### src/rtl/icache_inv_issuer.sv
// icache_inv_issuer: buffers snoop/write addresses and issues line invalidations to the I-cache one at a time.
// Optional macro ICACHE_INV_COALESCE_EN drops offered lines already waiting in the FIFO.
module icache_inv_issuer #(
    parameter int FIFO_DEPTH      = 4,
    parameter int SUB_LINE_ADDR_W = 3
) (
    input  logic        clk,
    input  logic        rst_n,
    input  logic        snoop_valid_i,
    input  logic [31:0] snoop_addr_i,
    output logic        snoop_ready_o,
    output logic        extern_inv_o,
    output logic [31:0] inv_addr_o,
    input  logic        extern_inv_complete_i,
    output logic        inv_idle_o,
    output logic        coalesce_hit_o
);
    localparam int PW = $clog2(FIFO_DEPTH);
    localparam int CW = PW + 1;
    localparam int LSB = SUB_LINE_ADDR_W + 2;
    localparam logic [31:0] LOW_MASK = 32'((64'd1 << LSB) - 64'd1);

    typedef enum logic [1:0] {IDLE, ISSUE, GAP} state_t;

    state_t        state_q, state_d;
    logic [31:0]   mem_q [FIFO_DEPTH];
    logic [PW-1:0] head_q, tail_q;
    logic [CW-1:0] count_q;
    logic          extern_inv_q, extern_inv_d;
    logic [31:0]   inv_addr_q, inv_addr_d;
    logic [31:0]   line_addr;
    logic          accept, dup, push, pop;

    assign line_addr      = snoop_addr_i & ~LOW_MASK;
    assign snoop_ready_o  = count_q != CW'(FIFO_DEPTH);
    assign accept         = snoop_valid_i & snoop_ready_o;
    assign push           = accept & ~dup;
    assign pop            = (state_q == IDLE) && (count_q != '0);
    assign coalesce_hit_o = accept & dup;
    assign extern_inv_o   = extern_inv_q;
    assign inv_addr_o     = inv_addr_q;
    assign inv_idle_o     = (state_q == IDLE) && (count_q == '0);

`ifdef ICACHE_INV_COALESCE_EN
    // Only entries still in the FIFO are compared; the in-flight line was already popped.
    always_comb begin
        dup = 1'b0;
        for (int k = 0; k < FIFO_DEPTH; k++)
            dup = dup | ((CW'(k) < count_q) && (mem_q[head_q + PW'(k)] == line_addr));
    end
`else
    assign dup = 1'b0;
`endif

    always_comb begin
        state_d      = state_q;
        extern_inv_d = extern_inv_q;
        inv_addr_d   = inv_addr_q;
        state_d      = (state_q == IDLE)  ? (pop ? ISSUE : IDLE) :
                       (state_q == ISSUE) ? (extern_inv_complete_i ? GAP : ISSUE) : IDLE;
        extern_inv_d = state_d == ISSUE;
        inv_addr_d   = pop ? mem_q[head_q] : inv_addr_q;
    end

    always_ff @(posedge clk) begin
        if (push) mem_q[tail_q] <= line_addr;
    end

    always_ff @(posedge clk or negedge rst_n) begin
        if (!rst_n) begin
            state_q      <= IDLE;
            head_q       <= '0;
            tail_q       <= '0;
            count_q      <= '0;
            extern_inv_q <= 1'b0;
            inv_addr_q   <= '0;
        end else begin
            state_q      <= state_d;
            head_q       <= pop ? head_q + 1'b1 : head_q;
            tail_q       <= push ? tail_q + 1'b1 : tail_q;
            count_q      <= count_q + CW'(push) - CW'(pop);
            extern_inv_q <= extern_inv_d;
            inv_addr_q   <= inv_addr_d;
        end
    end
endmodule

### config.mk
export PLATFORM = sky130hd
export DESIGN_NAME = icache_inv_issuer
export DESIGN_NICKNAME = d
export VERILOG_FILES = /design/src/rtl/icache_inv_issuer.sv
export SDC_FILE = /design/constraint.sdc
export NUM_CORES = 1
export LEC_CHECK = 0
export ABC_AREA = 1
export BUFFER_PORTS_ARGS = -buffer_cell sky130_fd_sc_hd__buf_2
export CAP_MARGIN = 15
export CORE_ASPECT_RATIO = 0.9
export CORE_MARGIN = 5
export CORE_UTILIZATION = 60
export DETAILED_ROUTE_END_ITERATION = 8
export HOLD_SLACK_MARGIN = 0.05
export PLACE_DENSITY = 0.87
export SLEW_MARGIN = 10
export SYNTH_ARGS = -nofsm -noshare
export SYNTH_HDL_FRONTEND = slang
export SYNTH_SLANG_ARGS = --single-unit
### constraint.sdc
create_clock -name clk -period 5.05 [get_ports clk]
set_input_delay 0.2525 -clock clk [delete_from_list [all_inputs] [get_ports clk]]
set_output_delay 0.2525 -clock clk [all_outputs]
set_load 0.05 [all_outputs]
# --- Yosys cells after proc, flatten, opt, wreduce, memory -nomap -nowiden ---
# Memory sizes are Yosys's and may differ from the RTL's. A register that Yosys moved wholly into a read port is not among the register bits.
# Cells that the tools add are included.
op_classes:
  muxes: 6
  add_sub_neg: 4
  bitwise_logic: 1
  eq_ne: 3
  n_reduce_logical: 6
op_table:
  columns: ["op", "n"]
  rows:
  - ["2-bit 2-to-1 mux", 3]
  - ["2-bit by 1-bit adder with 2-bit output (second input constant)", 2]
  - ["2-bit by 1-bit == test with 1-bit output (second input constant)", 2]
  - ["3-bit by 1-bit adder with 3-bit output", 1]
  - ["3-bit logical NOT", 1]
  - ["1-bit 2-to-1 mux", 3]
  - ["3-bit != test (second input constant)", 1]
  - ["3-bit nonzero test", 1]
  - ["3-bit by 1-bit subtractor with 3-bit output", 1]
  - ["1-bit logical AND", 2]
  - ["2-bit logical NOT", 1]
  - ["1-bit AND", 1]
  - ["1-bit logical NOT", 1]
word_totals:
  ff_bits: 42
  ramBits: 108
  in_bits: 36
  out_inout_bits: 36
  n_memories: 1
  elab_cells: 27
mem_list:
  columns: ["memory", "depth", "word_bits", "rd", "rd_ports_with_merged_regs", "write_ports", "line_no", "rtl"]
  rows:
  - ["mem_q", 4, 27, 1, 1, 1, "26", "logic [31:0] mem_q [FIFO_DEPTH];"]

# --- Longest topological paths before layout ---
depth:
  word_depth: 5
  ltp_mapped: 10
  mapped_depth_nobuf: 9

# --- Worst setup path before layout ---
# No wires, ideal clock.
synth_path:
  path_type: "register to register"
  startpoint: "register count_q[1]"
  endpoint: "memory mem_q[0][0] (netlist bit) (enable)"
  period_less_slack_ns: 2.644
  t_arrival_ns: 2.233
  path_buffers: 0
  path_slack_ns: 2.406
  stages_incl_launch_ff: 5
  setup_time_ns: 0.411
  required_time_ns: 4.639
  cell_sequence: "dfrtp_1 nor2_2 nand2_1 nand2_2 nor2_1"
synth_between:
  elab_chain_len: 4
synth_rtl:
  columns: ["element", "line_no", "rtl"]
  rows:
  - ["from (decl)", "28", "logic [CW-1:0] count_q;"]
  - ["from (signal assigned)", "81", "count_q <= count_q + CW'(push) - CW'(pop);"]
  - ["3-bit != test", "35", "assign snoop_ready_o = count_q != CW'(FIFO_DEPTH);"]
  - ["net snoop_ready_o", "11", "output logic snoop_ready_o,"]
  - ["1-bit AND", "36", "assign accept = snoop_valid_i & snoop_ready_o;"]
  - ["1-bit 2-to-1 mux", "66", "if (push) mem_q[tail_q] <= line_addr;"]
  - ["1-bit 2-to-1 mux (implied by the code)", "66", null]
  - ["to (decl)", "26", null]
# The timed path passes the listed nets, and every way through them passes these cells.

==> reports/results.ini <==
[status]
status=finished clean

[yosys]
synthTopCellsByArea=edfxtp_1 (53%), dfrtp_1 (15%), nand2_1 (14%), inv_1 (7.4%), nand3_1 (4.6%)
synth_largest_area_cell=edfxtp_1
yosys_warnings=0
yosysMostFrequentCell=nand2_1
syn_inst=602
yosysSeqAreaShare=0.678
synth.top_cell.area_share=0.527
async_flop_share=0.255
synth_cell_types=19
netlist_area_sq_mm=0.00615
avgSynthCellArea_sq_um=10.2
synth-edff-count=108
synth.top_cells.by_count=nand2_1 (226), inv_1 (121), edfxtp_1 (108)
ys.flop_type=edfxtp_1
synth-seq-cells=145

[critical_path]
worstPathRequired_ns=5.40
worstSetupPathType=reg2reg
rrSetupSlack_ns=2.64
cp_max_fo=57
crit_slowest_cell=dfrtp_2
cp-end-kind=flop
critical_path.cell_chain=inv_2 -> nand2_1 -> nand3_1 -> nand2_1 -> nand2_1 -> nand2_1
slowest_delay_ns=1.04
startpoint_type=flop
cp.arrival_ns=2.76
timing.rr.end=inv_addr_o[21]
path_common_cell=nand2_1
ff2ff_path_depth=6
rr_startpoint=head_q[0]
critPathLaunch=head_q[0]

[sta]
fin_ws_ns=2.64
fmax_ghz=0.415
min_period_ns=2.41
hold_viol=0
relSlewSlack=0.324
tns_ns=0
setup_viol=0
tightest_slew_ns=1.01
fin_crit_sh=0.477
slew_viol_final=0
grt_setup_unrepaired=no
finClkSkew_ns=0.00644

[floorplan]
fp.dieW_um=117
core_area_sq_mm=0.0101
start_util=0.608
die_area_sq_mm=0.0124
die_y_um=106
ios=72
placementRows=35

[grt]
grt_pass1_vias=4567
globalRouteTotalUtil=0.245
grt-ovfl-total=0
grt_pass1_wl_um=22500
grt_start_max_net_pins=58
antenna_found_initial=0

[clock_network]
post_cts_buffers=0
clock_sinks=145
cts_max_level=4
cts_buffer_depth=2
cts_root_buf=clkbuf_16
path_clk_slew_ns=0.06
clk_latency_ns=0.41
cts_tree=yes
cts_buffers=17

[power_and_ir_drop]
p_int_mw=2.92
pwr_density_cell_mw_per_mm2=675
clkPwrFrac=0.270
worst_ir_drop_vdd_v=0.000413
leakage_nw=3.57
power_frac_comb=0.361
switching_share=0.410
p_sw_mw=2.03
seq_power_share=0.369

[routing]
met2WireLength_um=7420
wl_per_cell_um=17.0
drt-met1-wl_um=5060
viasPerCell=5.23
routed.top_layer=met4
ant_nets=0
drt_iter0_drc=409
vias=4322
route.detailed.drc=0
wirelength_um=14100
drt-pass1-iter-count=5
route.met3.wl_um=1130

[hold_path]
min_delay_worst_endpoint=mem_q[1][7]
hp-class=in2reg
worstHoldStart=snoop_addr_i[12]
whs_path_depth=1

[placement]
dpl_cell_area_sq_mm=0.00649
dp_cells=772
io_buffers=60
dp_slack_ns=2.69
gp_congestion=0.762
hpwl_um=7090

[layout]
final_cell_count_no_fill=827
syn2layout_area_growth_pct=19.5
design_area_sq_mm=0.00735
nFillCells=642
diodes=0
drive_gt1_frac=0.152
final_util=0.727
nets=728

[job]
cap_violations=0

per-stage QoR:
stage	total power, mW	hold WS, ns
3_3_place_gp	3.47	0.410
5_1_grt	5.23	0.0555
4_1_cts	4.95	0.0520
6_report	4.96	0.0662
3_5_place_dp	3.56	0.438
2_1_floorplan	3.16	-0.0431
layer usage:
layer  track usage  up-vias
li1              -     2010
met1         0.281     2044
met2         0.427      221
met3        0.0569       47
met4         0.115        0
met5             0        -
cell type report:
cell class	count	area, sq um	share of cell area
clock buffers	17	425	0.0579
clock inverters	15	206	0.0281
inverters	123	462	0.0628
multi-input cells	311	1370	0.186
flip-flops and latches	145	4170	0.567
well taps	129	161	0.0220
repair buffers	87	561	0.0763
worst max path at each step:
stage	end	slack (ns)	cells past startpoint
floorplan	mem_q[0][0]	2.41	4
global placement	inv_addr_o[26]	2.85	6
detailed placement	inv_addr_o[21]	2.69	6
CTS	inv_addr_o[21]	2.71	6
global route	inv_addr_o[11]	2.47	6
finish	inv_addr_o[21]	2.64	6
power groups by stage:
stage | clock [mW] | sequential (mW) | combinational (mW)
detailed placement | 0 | 1.84 | 1.72
floorplan | 0 | 2.15 | 1.01
CTS | 1.34 | 1.82 | 1.78
global route | 1.41 | 1.87 | 1.95
global placement | 0 | 1.82 | 1.65
finish | 1.34 | 1.83 | 1.79
state kept, by name (all words and copies together), names as in the netlist:
name and cells:
count_q 3, tail_q 2, state_q 2, head_q 2, inv_addr_o 27, mem_q 108
extern_inv_o 1
kinds of logic (layout without fill, tap and decap cells):
| group | after synthesis | in the layout | share of synthesized area |
|---|---|---|---|
| other cells | 1 | 6 | 0.000610 |
| buf+inv | 151 | 242 | 0.107 |
| flops | 145 | 145 | 0.678 |
| fa+ha+maj | 7 | 7 | 0.0155 |
| compound gates | 4 | 4 | 0.00387 |
| xor+xnor | 4 | 4 | 0.00570 |
| simple gates | 290 | 290 | 0.189 |
layout by cell type (no fill, tap or decap), types with 4 or more instances in the layout:
cell / netlist / final
buf_2: 11 / 60
buf_4: 13 / 4
bufinv_16: 0 / 4
clkbuf_16: 0 / 17
clkinv_4: 0 / 4
conb_1: 1 / 6
dfrtp_1: 37 / 36
dlygate4sd3_1: 0 / 23
edfxtp_1: 108 / 108
ha_1: 6 / 6
inv_1: 121 / 121
nand2_1: 226 / 226
nand3_1: 56 / 56
repair_timing:
| action | CTS | global route |
|---|---|---|
| gates resized for setup | 0 | 0 |
| hold endpoints to repair | 120 | 0 |
| hold buffers | 23 | 0 |
critical path: cells and delay by family (launching register included):
kind                   cells  cell delay [ns]
AND/OR/NAND/NOR            5             0.58
flip-flops                 1             1.04
buffers and inverters      1             0.67
Note: power is estimated with default switching activity, not from simulation.
